--- config.mk ---
export PLATFORM = sky130hd
export DESIGN_NAME = bin2bcd_display_fmt_flat
export DESIGN_NICKNAME = d
export VERILOG_FILES = /design/src/rtl/bin2bcd_display_fmt_if.sv /design/src/rtl/bin2bcd_display_fmt.sv /design/src/flat_wrapper.sv
export SDC_FILE = /design/constraint.sdc
export NUM_CORES = 1
export LEC_CHECK = 0
export ABC_AREA = 1
export CELL_PAD_IN_SITES_DETAIL_PLACEMENT = 1
export CELL_PAD_IN_SITES_GLOBAL_PLACEMENT = 2
export CORE_UTILIZATION = 25
export CTS_CLUSTER_SIZE = 20
export DETAILED_ROUTE_END_ITERATION = 12
export PLACE_DENSITY_LB_ADDON = 0.1
export SYNTH_ARGS = -nofsm -noshare
export SYNTH_HDL_FRONTEND = slang
export SYNTH_SLANG_ARGS = --single-unit
--- constraint.sdc ---
create_clock -name clk -period 1.9 [get_ports clk]
set_input_delay 0.38 -clock clk [delete_from_list [all_inputs] [get_ports clk]]
set_output_delay 0.38 -clock clk [all_outputs]
set_load 0.01 [all_outputs]
--- src/rtl/bin2bcd_display_fmt_if.sv ---
// Bundle between the counter/display side and the BCD formatter.
// master drives the binary value and load request; slave returns the formatted result.
interface bin2bcd_display_fmt_if #(
  parameter int WIDTH  = 16,
  parameter int DIGITS = 5
);
  logic [WIDTH-1:0]    value_in;
  logic                load;
  logic [4*DIGITS-1:0] bcd_out;
  logic [DIGITS-1:0]   digit_en;
  logic                busy;
  logic                done;

  modport master (
    output value_in,
    output load,
    input  bcd_out,
    input  digit_en,
    input  busy,
    input  done
  );

  modport slave (
    input  value_in,
    input  load,
    output bcd_out,
    output digit_en,
    output busy,
    output done
  );
endinterface

--- src/rtl/bin2bcd_display_fmt.sv ---
// Sequential double-dabble (one bit per clock) binary-to-BCD converter with leading-zero mask.
// The published result only changes on completion, so the display never sees a partial value.
module bin2bcd_display_fmt #(
  parameter int WIDTH  = 16,
  parameter int DIGITS = 5,
  parameter bit AUTO   = 1'b1
) (
  input  logic                 clk,
  input  logic                 rst,
  bin2bcd_display_fmt_if.slave bus
);

  localparam int BW = 4 * DIGITS;
  localparam int CW = $clog2(WIDTH + 1);
  localparam logic [CW-1:0] CNT_LAST = CW'(WIDTH - 1);
  localparam logic [CW-1:0] CNT_ONE  = CW'(1);

  typedef enum logic [1:0] {
    IDLE  = 2'd0,
    SHIFT = 2'd1,
    DONE  = 2'd2
  } state_t;

  state_t            r_state;
  state_t            w_state_nx;
  logic              r_pending;
  logic [WIDTH-1:0]  r_last_val;
  logic [WIDTH-1:0]  r_shreg;
  logic [BW-1:0]     r_scratch;
  logic [CW-1:0]     r_cnt;
  logic [BW-1:0]     r_bcd;
  logic [DIGITS-1:0] r_digit_en;
  logic              r_busy;
  logic              r_done;

  logic              w_start;
  logic              w_latch;
  logic              w_shift;
  logic              w_finish;
  logic              w_set_pend;
  logic              w_clr_pend;
  logic [BW-1:0]     w_scr_adj;
  logic [BW-1:0]     w_scr_nx;

  function automatic logic [BW-1:0] f_dabble_adjust(input logic [BW-1:0] s);
    logic [BW-1:0] r;
    r = s;
    for (int i = 0; i < DIGITS; i++) begin
      if (s[4*i +: 4] >= 4'd5) begin
        r[4*i +: 4] = s[4*i +: 4] + 4'd3;
      end else begin
        r[4*i +: 4] = s[4*i +: 4];
      end
    end
    return r;
  endfunction

  // A digit is shown when it or any more significant digit is nonzero; digit0 always shows.
  function automatic logic [DIGITS-1:0] f_digit_en(input logic [BW-1:0] s);
    logic              seen;
    logic [DIGITS-1:0] e;
    seen = 1'b0;
    e    = {DIGITS{1'b0}};
    for (int i = DIGITS - 1; i >= 0; i--) begin
      seen = seen | (s[4*i +: 4] != 4'd0);
      e[i] = seen;
    end
    e[0] = 1'b1;
    return e;
  endfunction

  assign w_start   = bus.load | (AUTO & (bus.value_in != r_last_val));
  assign w_scr_adj = f_dabble_adjust(r_scratch);
  assign w_scr_nx  = {w_scr_adj[BW-2:0], r_shreg[WIDTH-1]};

  // Next-state and control decode.
  always_comb begin
    w_state_nx = r_state;
    w_latch    = 1'b0;
    w_shift    = 1'b0;
    w_finish   = 1'b0;
    w_set_pend = 1'b0;
    w_clr_pend = 1'b0;
    case (r_state)
      IDLE: begin
        if (w_start) begin
          w_latch    = 1'b1;
          w_state_nx = SHIFT;
        end else begin
          w_state_nx = IDLE;
        end
      end
      SHIFT: begin
        w_shift    = 1'b1;
        w_set_pend = bus.load;
        if (r_cnt == CNT_LAST) begin
          w_finish   = 1'b1;
          w_state_nx = DONE;
        end else begin
          w_state_nx = SHIFT;
        end
      end
      DONE: begin
        w_clr_pend = 1'b1;
        if (r_pending | w_start) begin
          w_latch    = 1'b1;
          w_state_nx = SHIFT;
        end else begin
          w_state_nx = IDLE;
        end
      end
      default: begin
        w_state_nx = IDLE;
      end
    endcase
  end

  // State register.
  always_ff @(posedge clk or negedge rst) begin
    if (!rst) begin
      r_state <= IDLE;
    end else begin
      r_state <= w_state_nx;
    end
  end

  // Shift datapath, request latching and pending-request tracking.
  always_ff @(posedge clk or negedge rst) begin
    if (!rst) begin
      r_pending  <= 1'b0;
      r_last_val <= {WIDTH{1'b0}};
      r_shreg    <= {WIDTH{1'b0}};
      r_scratch  <= {BW{1'b0}};
      r_cnt      <= {CW{1'b0}};
    end else begin
      if (w_latch) begin
        r_shreg    <= bus.value_in;
        r_last_val <= bus.value_in;
        r_scratch  <= {BW{1'b0}};
        r_cnt      <= {CW{1'b0}};
      end else if (w_shift) begin
        r_shreg    <= {r_shreg[WIDTH-2:0], 1'b0};
        r_scratch  <= w_scr_nx;
        r_cnt      <= r_cnt + CNT_ONE;
      end
      if (w_set_pend) begin
        r_pending <= 1'b1;
      end else if (w_clr_pend) begin
        r_pending <= 1'b0;
      end
    end
  end

  // Published outputs: result is written only by the final shift edge.
  always_ff @(posedge clk or negedge rst) begin
    if (!rst) begin
      r_bcd      <= {BW{1'b0}};
      r_digit_en <= {{(DIGITS-1){1'b0}}, 1'b1};
      r_busy     <= 1'b0;
      r_done     <= 1'b0;
    end else begin
      r_busy <= (w_state_nx == SHIFT);
      r_done <= (w_state_nx == DONE);
      if (w_finish) begin
        r_bcd      <= w_scr_nx;
        r_digit_en <= f_digit_en(w_scr_nx);
      end
    end
  end

  assign bus.bcd_out  = r_bcd;
  assign bus.digit_en = r_digit_en;
  assign bus.busy     = r_busy;
  assign bus.done     = r_done;

endmodule

--- src/flat_wrapper.sv ---
// flat-port wrapper written by rule: the top's interface ports become plain ports
module bin2bcd_display_fmt_flat 
#(
  parameter int WIDTH  = 16,
  parameter int DIGITS = 5,
  parameter bit AUTO   = 1'b1
)
  (clk, rst, bus_value_in, bus_load, bus_bcd_out, bus_digit_en, bus_busy, bus_done);
  bin2bcd_display_fmt_if #(.WIDTH(WIDTH), .DIGITS(DIGITS)) bus_i ();
  input  logic clk;
  input  logic rst;
  input wire logic [$bits(bus_i.value_in)-1:0] bus_value_in;
  input wire logic [$bits(bus_i.load)-1:0] bus_load;
  output wire logic [$bits(bus_i.bcd_out)-1:0] bus_bcd_out;
  output wire logic [$bits(bus_i.digit_en)-1:0] bus_digit_en;
  output wire logic [$bits(bus_i.busy)-1:0] bus_busy;
  output wire logic [$bits(bus_i.done)-1:0] bus_done;
  assign bus_i.value_in = bus_value_in;
  assign bus_i.load = bus_load;
  assign bus_bcd_out = bus_i.bcd_out;
  assign bus_digit_en = bus_i.digit_en;
  assign bus_busy = bus_i.busy;
  assign bus_done = bus_i.done;
  bin2bcd_display_fmt #(.WIDTH(WIDTH), .DIGITS(DIGITS), .AUTO(AUTO)) u_core (.clk(clk), .rst(rst), .bus(bus_i));
endmodule
Yosys cells after proc, flatten, opt, wreduce, memory -nomap -nowiden

Cells that the tools add are included.
W data, S select, Z words.

Register bits after elaboration: 86
Logic and storage cells: 64

Add/sub/neg operators: 6
Order comparisons: 5
Equal/unequal tests: 6
Muxes and demuxes: 25
Bitwise gates (word level): 5
Reductions and logical operators: 7

Operators with widths:

| kind                  | count |
|---|---|
| $mux W20              | 2 |
| $mux W16              | 2 |
| $ge A4 B3 Y1 const B  | 5 |
| $add A4 B2 Y4 const B | 4 |
| $mux W4               | 4 |
| $ne A16 B16 Y1        | 1 |
| $reduce_bool A4 Y1    | 4 |
| $mux W1               | 11 |
| $mux W5               | 2 |
| $pmux W2 S3           | 1 |
| $add A5 B1 Y5 const B | 1 |
| $eq A5 B4 Y1 const B  | 1 |
| $or A1 B1 Y1          | 5 |
| $eq A2 B1 Y1 const B  | 2 |
| $eq A2 B2 Y1 const B  | 2 |
| $reduce_bool A2 Y1    | 2 |
| $add A3 B2 Y3 const B | 1 |
| $mux W3               | 1 |
| $logic_not A2 Y1      | 1 |
| $mux W2               | 1 |
| $pmux W1 S2           | 1 |

Logic depth before layout (Yosys ltp)

Depth after elaboration: 6
Gate-level depth with buffers: 12
Depth with buffers taken out: 12

Worst setup path before layout

OpenSTA, ideal clock, no wires.

Path kind: flip-flop to flip-flop
Start point: reg u_core.r_cnt[0]
End point: reg u_core.r_digit_en[1], in the netlist u_core.bus.digit_en[1]
Setup time: 116 ps
Data arrival time: 1534 ps
Data required time: 1784 ps
Setup slack: 250 ps
Cell stages (with the launch flop): 9
Buffers on the path: 0
Cells stage by stage: dfrtp_1 -> ha_1 -> and3_1 -> ha_1 -> nand2_1 -> inv_1 -> or2_2 -> inv_1 -> nor2_1

Cells in the longest elaborated chain, start to end: 3

RTL lines:

| element                | RTL line                   | RTL |
|---|---|---|
| from (decl)            | bin2bcd_display_fmt.sv:30  | `logic [CW-1:0] r_cnt;` |
| from (signal assigned) | bin2bcd_display_fmt.sv:134 | `r_cnt <= {CW{1'b0}};` |
| from (signal assigned) | bin2bcd_display_fmt.sv:140 | `r_cnt <= {CW{1'b0}};` |
| from (signal assigned) | bin2bcd_display_fmt.sv:144 | `r_cnt <= r_cnt + CNT_ONE;` |
| $eq A5 B4 Y1           | bin2bcd_display_fmt.sv:96  | `if (r_cnt == CNT_LAST) begin` |
| $mux W1                | bin2bcd_display_fmt.sv:96  |  |
| $mux W1                | bin2bcd_display_fmt.sv:84  | `case (r_state)` |
| to (signal assigned)   | bin2bcd_display_fmt.sv:158 | `r_digit_en <= {{(DIGITS-1){1'b0}}, 1'b1};` |
| to (signal assigned)   | bin2bcd_display_fmt.sv:166 | `r_digit_en <= f_digit_en(w_scr_nx);` |
| to (decl)              | bin2bcd_display_fmt.sv:32  | `logic [DIGITS-1:0] r_digit_en;` |

No other way between the ends.
A chain may end at the register's enable or synchronous reset.

Worst setup path after layout

Start point: in bus_value_in[15]
End point: reg u_core.r_shreg[2]

Cells in the longest elaborated chain, start to end: 6
Elaborated cells on any way between the ends: 8
Those cells by class: eq/ne (1); mux (4); bitwise (2); reduce/logical (1)

RTL lines:

| element                                        | RTL line                   | RTL |
|---|---|---|
| from (decl)                                    | flat_wrapper.sv:12         | `input wire logic [$bits(bus_i.value_in)-1:0] bus_value_in;` |
| $ne A16 B16 Y1 *                               | bin2bcd_display_fmt.sv:72  | `assign w_start = bus.load \| (AUTO & (bus.value_in != r_last_val));` |
| $or A1 B1 Y1 *                                 | bin2bcd_display_fmt.sv:72  |  |
| $or A1 B1 Y1                                   | bin2bcd_display_fmt.sv:105 | `if (r_pending \| w_start) begin` |
| $mux W1                                        | bin2bcd_display_fmt.sv:105 |  |
| $pmux W1 S2 *                                  | bin2bcd_display_fmt.sv:84  |  |
| $mux W16 or $reduce_bool A2 Y1 (tied branches) | -                          |  |
| to (signal assigned)                           | bin2bcd_display_fmt.sv:132 | `r_shreg <= {WIDTH{1'b0}};` |
| to (signal assigned)                           | bin2bcd_display_fmt.sv:137 | `r_shreg <= bus.value_in;` |
| to (signal assigned)                           | bin2bcd_display_fmt.sv:142 | `r_shreg <= {r_shreg[WIDTH-2:0], 1'b0};` |
| to (decl)                                      | bin2bcd_display_fmt.sv:28  | `logic [WIDTH-1:0] r_shreg;` |

Every way passes the cells marked *; elsewhere a longest branch is shown, timed or not.

==> results.md <==
- Largest cells by area after synthesis: dfrtp_1 50%, nand2_1 14%, nand3_1 7.5%
- Post-synth EDFFs: 0
- Placed Instance Area: 5234 µm²
- P_leak: 2.843 nW
- Clock Tree Root: clkbuf_16
- Synth Area in Compound Gates: 0.08889
- Starting density of the core: 0.2571
- Core area: 16640 µm²
- VDD IR max: 0.0005328 V
- 1st-iter DRT viols: 126
- Final hold slack: -0.009383 ns
- Largest net degree at the start of global routing: 49
- Pint: 0.004236 W
- Crit. Startpoint: bus_value_in[15]
- Crit path DAT: 2.00 ns
- Layout cells sized above 1: 0.1314
- FFs w/ async S/R, synth: 1.000
- Max-Cap Viols: 0
- Design area: 5622 µm²
- Rows: 47
- Antenna-violating nets left: 0
- Post-synthesis mux area share: 0
- Count leader, synth: nand2_1
- H-Tree Depth: 3
- Gr usage total: 0.1458
- Fin crit share: 0.9254
- Fin. max-slew vios: 0
- Final Util: 0.3378
- CTS tree: built
- Setup crit end: u_core.r_shreg[2]
- Yosys synthesis warning count: 0
- R2R depth: 11
- I/O Pins: 46
- Gate count of the mapped netlist: 540
- Vias per cell: 4.371
- Hold-fix buffers, CTS: 0
- F_max: 568.8 MHz
- Gate power share: 0.324
- Synth top area share: 0.5029
- Mapped Area: 4279 µm²
- Critical Path Sink Type: register
- Failing checks: hold timing
- Die X: 132.8 µm
- Simple-gate share of the synthesized area: 0.2673
- Switching power: 0.002110 W
- Nets: 650
- Die height: 132.8 µm
- Critical path depth: 13
- Worst-path fanout max: 4
- RR Endpoint: u_core.bus.digit_en[2]
- Clock buffer depth: 2
- First-pass GRT wire length: 20.24 mm
- Startpoint types: input port
- Combinational family with the most area after synthesis: simple AND/OR/NAND/NOR gates
- Initial antenna violation count: 0
- Clk slew on worst S/H paths: 0.06 ns
- Crit path max-delay cell type: clkdlybuf4s50_1
- Yosys cell types: 27
- DRT Pass-1 Iters: 4
- CTS buffer count: 9
- Seq cells post-synth: 86
- Fin. Hold Viols: 4
- Syn_area_per_cell: 7.924 µm²
- Worst path cell trace: clkdlybuf4s50_1, inv_1, nand2_1, nand2_1, a21oi_1, nand2_1, nor2_2, nand2_4, buf_4, nand3_1, nand2_1, inv_1, nand2_1
- Die Area: 17640 µm²
- Vias in the first global route: 4046
- Port Buffer Count: 44
- Cell Pwr Density: 1129 nW/µm²
- Cell taking the most area after synthesis: dfrtp_1
- Critical Path RT: 2.14 ns
- Clk pwr share: 0.287
- Switching Fraction: 0.3325
- Clk sinks: 86
- Rel. slew slack: 0.6618
- RSZ-0062 raised after global routing: true
- Critical path type: in2reg
- Critical path's largest stage delay: 0.51 ns
- Net Count, Synth: 571
- DP HPWL: 8.429 mm
- Final setup viols: 0
- Final min period: 1.758 ns
- Pre-CTS WS: -0.2945 ns
- DRT Wirelength: 11.60 mm
- Total gr overflow: 0
- Placer Congestion: 0.7425
- Buf/Inv on CP: 4
- Register area share after synthesis: 0.5029
- XOR/XNOR Fraction of Synth Area: 0.01433
- Status: finished, violations left
- # DRC: 0
- Final Skew: 0.007114 ns
- DR vias: 3689
- Commonest cells in the netlist: 165 x nand2_1, 86 x dfrtp_1, 65 x inv_1, 64 x nand3_1, 54 x o21ai_0
- Critical path's top delay family: buffers and inverters
- HP Class: in2async
- Wire length per cell: 13.75 µm
- Final WS setup: 0.1418 ns
- Slew @ Worst Pin: 0.5073 ns
- Reg power frac: 0.389
- Register-to-register setup slack: 0.17 ns
- Reg2reg start: u_core.r_scratch[16]
- Worst-skew pair later-pin latency: 0.34 ns
- CP most frequent cell: nand2_1
- Area Growth Syn to Fin: 31.37%
- Post-synthesis adder-cell area fraction: 0.03509
- N_diodes: 0
- Post-synth top flop: dfrtp_1
-- worst min path at each step --
stage	end	from	slack [ns]	depth (start not counted)
finish	u_core.r_last_val[3]	rst	-0.009	1
global route	u_core.r_last_val[3]	rst	0.03	1
CTS	u_core.r_last_val[3]	rst	0.004	1
detailed placement	u_core.r_last_val[3]	rst	0.38	1
global placement	u_core.r_last_val[3]	rst	0.38	1
floorplan	u_core.bus.bcd_out[0]	rst	0.08	0
-- power by group through the flow --
stage / clock network (W) / logic [W] / registers [W]
2_1_floorplan: 0 / 0.000995 / 0.00253
3_3_place_gp: 0 / 0.00195 / 0.00249
3_5_place_dp: 0 / 0.00202 / 0.00250
4_1_cts: 0.00190 / 0.00203 / 0.00247
5_1_grt: 0.00195 / 0.00237 / 0.00253
6_report: 0.00182 / 0.00206 / 0.00247
-- cell type report --
class	instances	area, µm²
Clock buffer	13	260.3
Clock inverter	3	42.54
Fill cell	1994	11020
Inverter	71	266.5
Multi-Input combinational cell	363	1794
Sequential cell	86	2152
Tap cell	220	275.3
Timing Repair Buffer	88	830.8
-- metal layers --
| layer | share of wire | GRT usage | wire (µm) | vias to the layer above |
|---|---|---|---|---|
| met1 | 0.46 | 0.1781 | 5361 | 1769 |
| met2 | 0.50 | 0.2565 | 5790 | 43 |
| met5 | 0 | 0 | 0 | - |
| met3 | 0.023 | 0.02184 | 272 | 10 |
| met4 | 0.015 | 0.05747 | 178 | 0 |
| li1 | - | - | - | 1867 |
-- through the flow --
stage	total power [W]	std cells	setup TNS [ns]
finish	0.006346	844	0
global route	0.006854	844	-0.01712
CTS	0.006407	840	0
detailed placement	0.004520	824	-14.32
global placement	0.004442	824	-14.20
floorplan	0.003527	540	0
-- cell usage in the layout (no fill, tap or decap), types with 6 or more instances in the layout --
master / instances
buf_4: 40
clkbuf_16: 9
clkdlybuf4s50_1: 43
dfrtp_1: 86
ha_1: 11
inv_1: 63
nand2_1: 160
nand3_1: 62
nand4_1: 7
nor2_1: 23
o21ai_0: 51
o21ai_1: 14
xor2_1: 6
-- worst register-to-register path, delay by kind of cell, from the launching register on --
family	cells	cell delay, ns
flip-flops	1	0.40
AO/OA/AOI/OAI	1	0.09
buffers and inverters	3	0.33
AND/OR/NAND/NOR	6	0.59
adder cells (fa/ha/maj)	1	0.20
-- timing repair --
action / CTS / global route
hold endpoints to repair: 0 / 0
pin swaps: 0 / 3
buffers inserted: 0 / 4
setup endpoints to repair: 2 / 59
resized for setup: 3 / 17
-- cell families after synthesis --
family / count (synthesis)
buffers and inverters: 91
AND/OR/NAND/NOR: 269
other: 1
adder cells (fa/ha/maj): 12
AO/OA/AOI/OAI: 74
flip-flops: 86
XOR/XNOR: 7
-- flip-flops by register name, indices dropped and copies added, names as in the netlist --
register	cells
u_core.bus.bcd_out	20
u_core.bus.busy	1
u_core.bus.digit_en	4
u_core.bus.done	1
u_core.r_cnt	5
u_core.r_last_val	16
u_core.r_pending	1
u_core.r_scratch	20
u_core.r_shreg	16
u_core.r_state	2
Note: power is estimated with default switching activity, not from simulation.
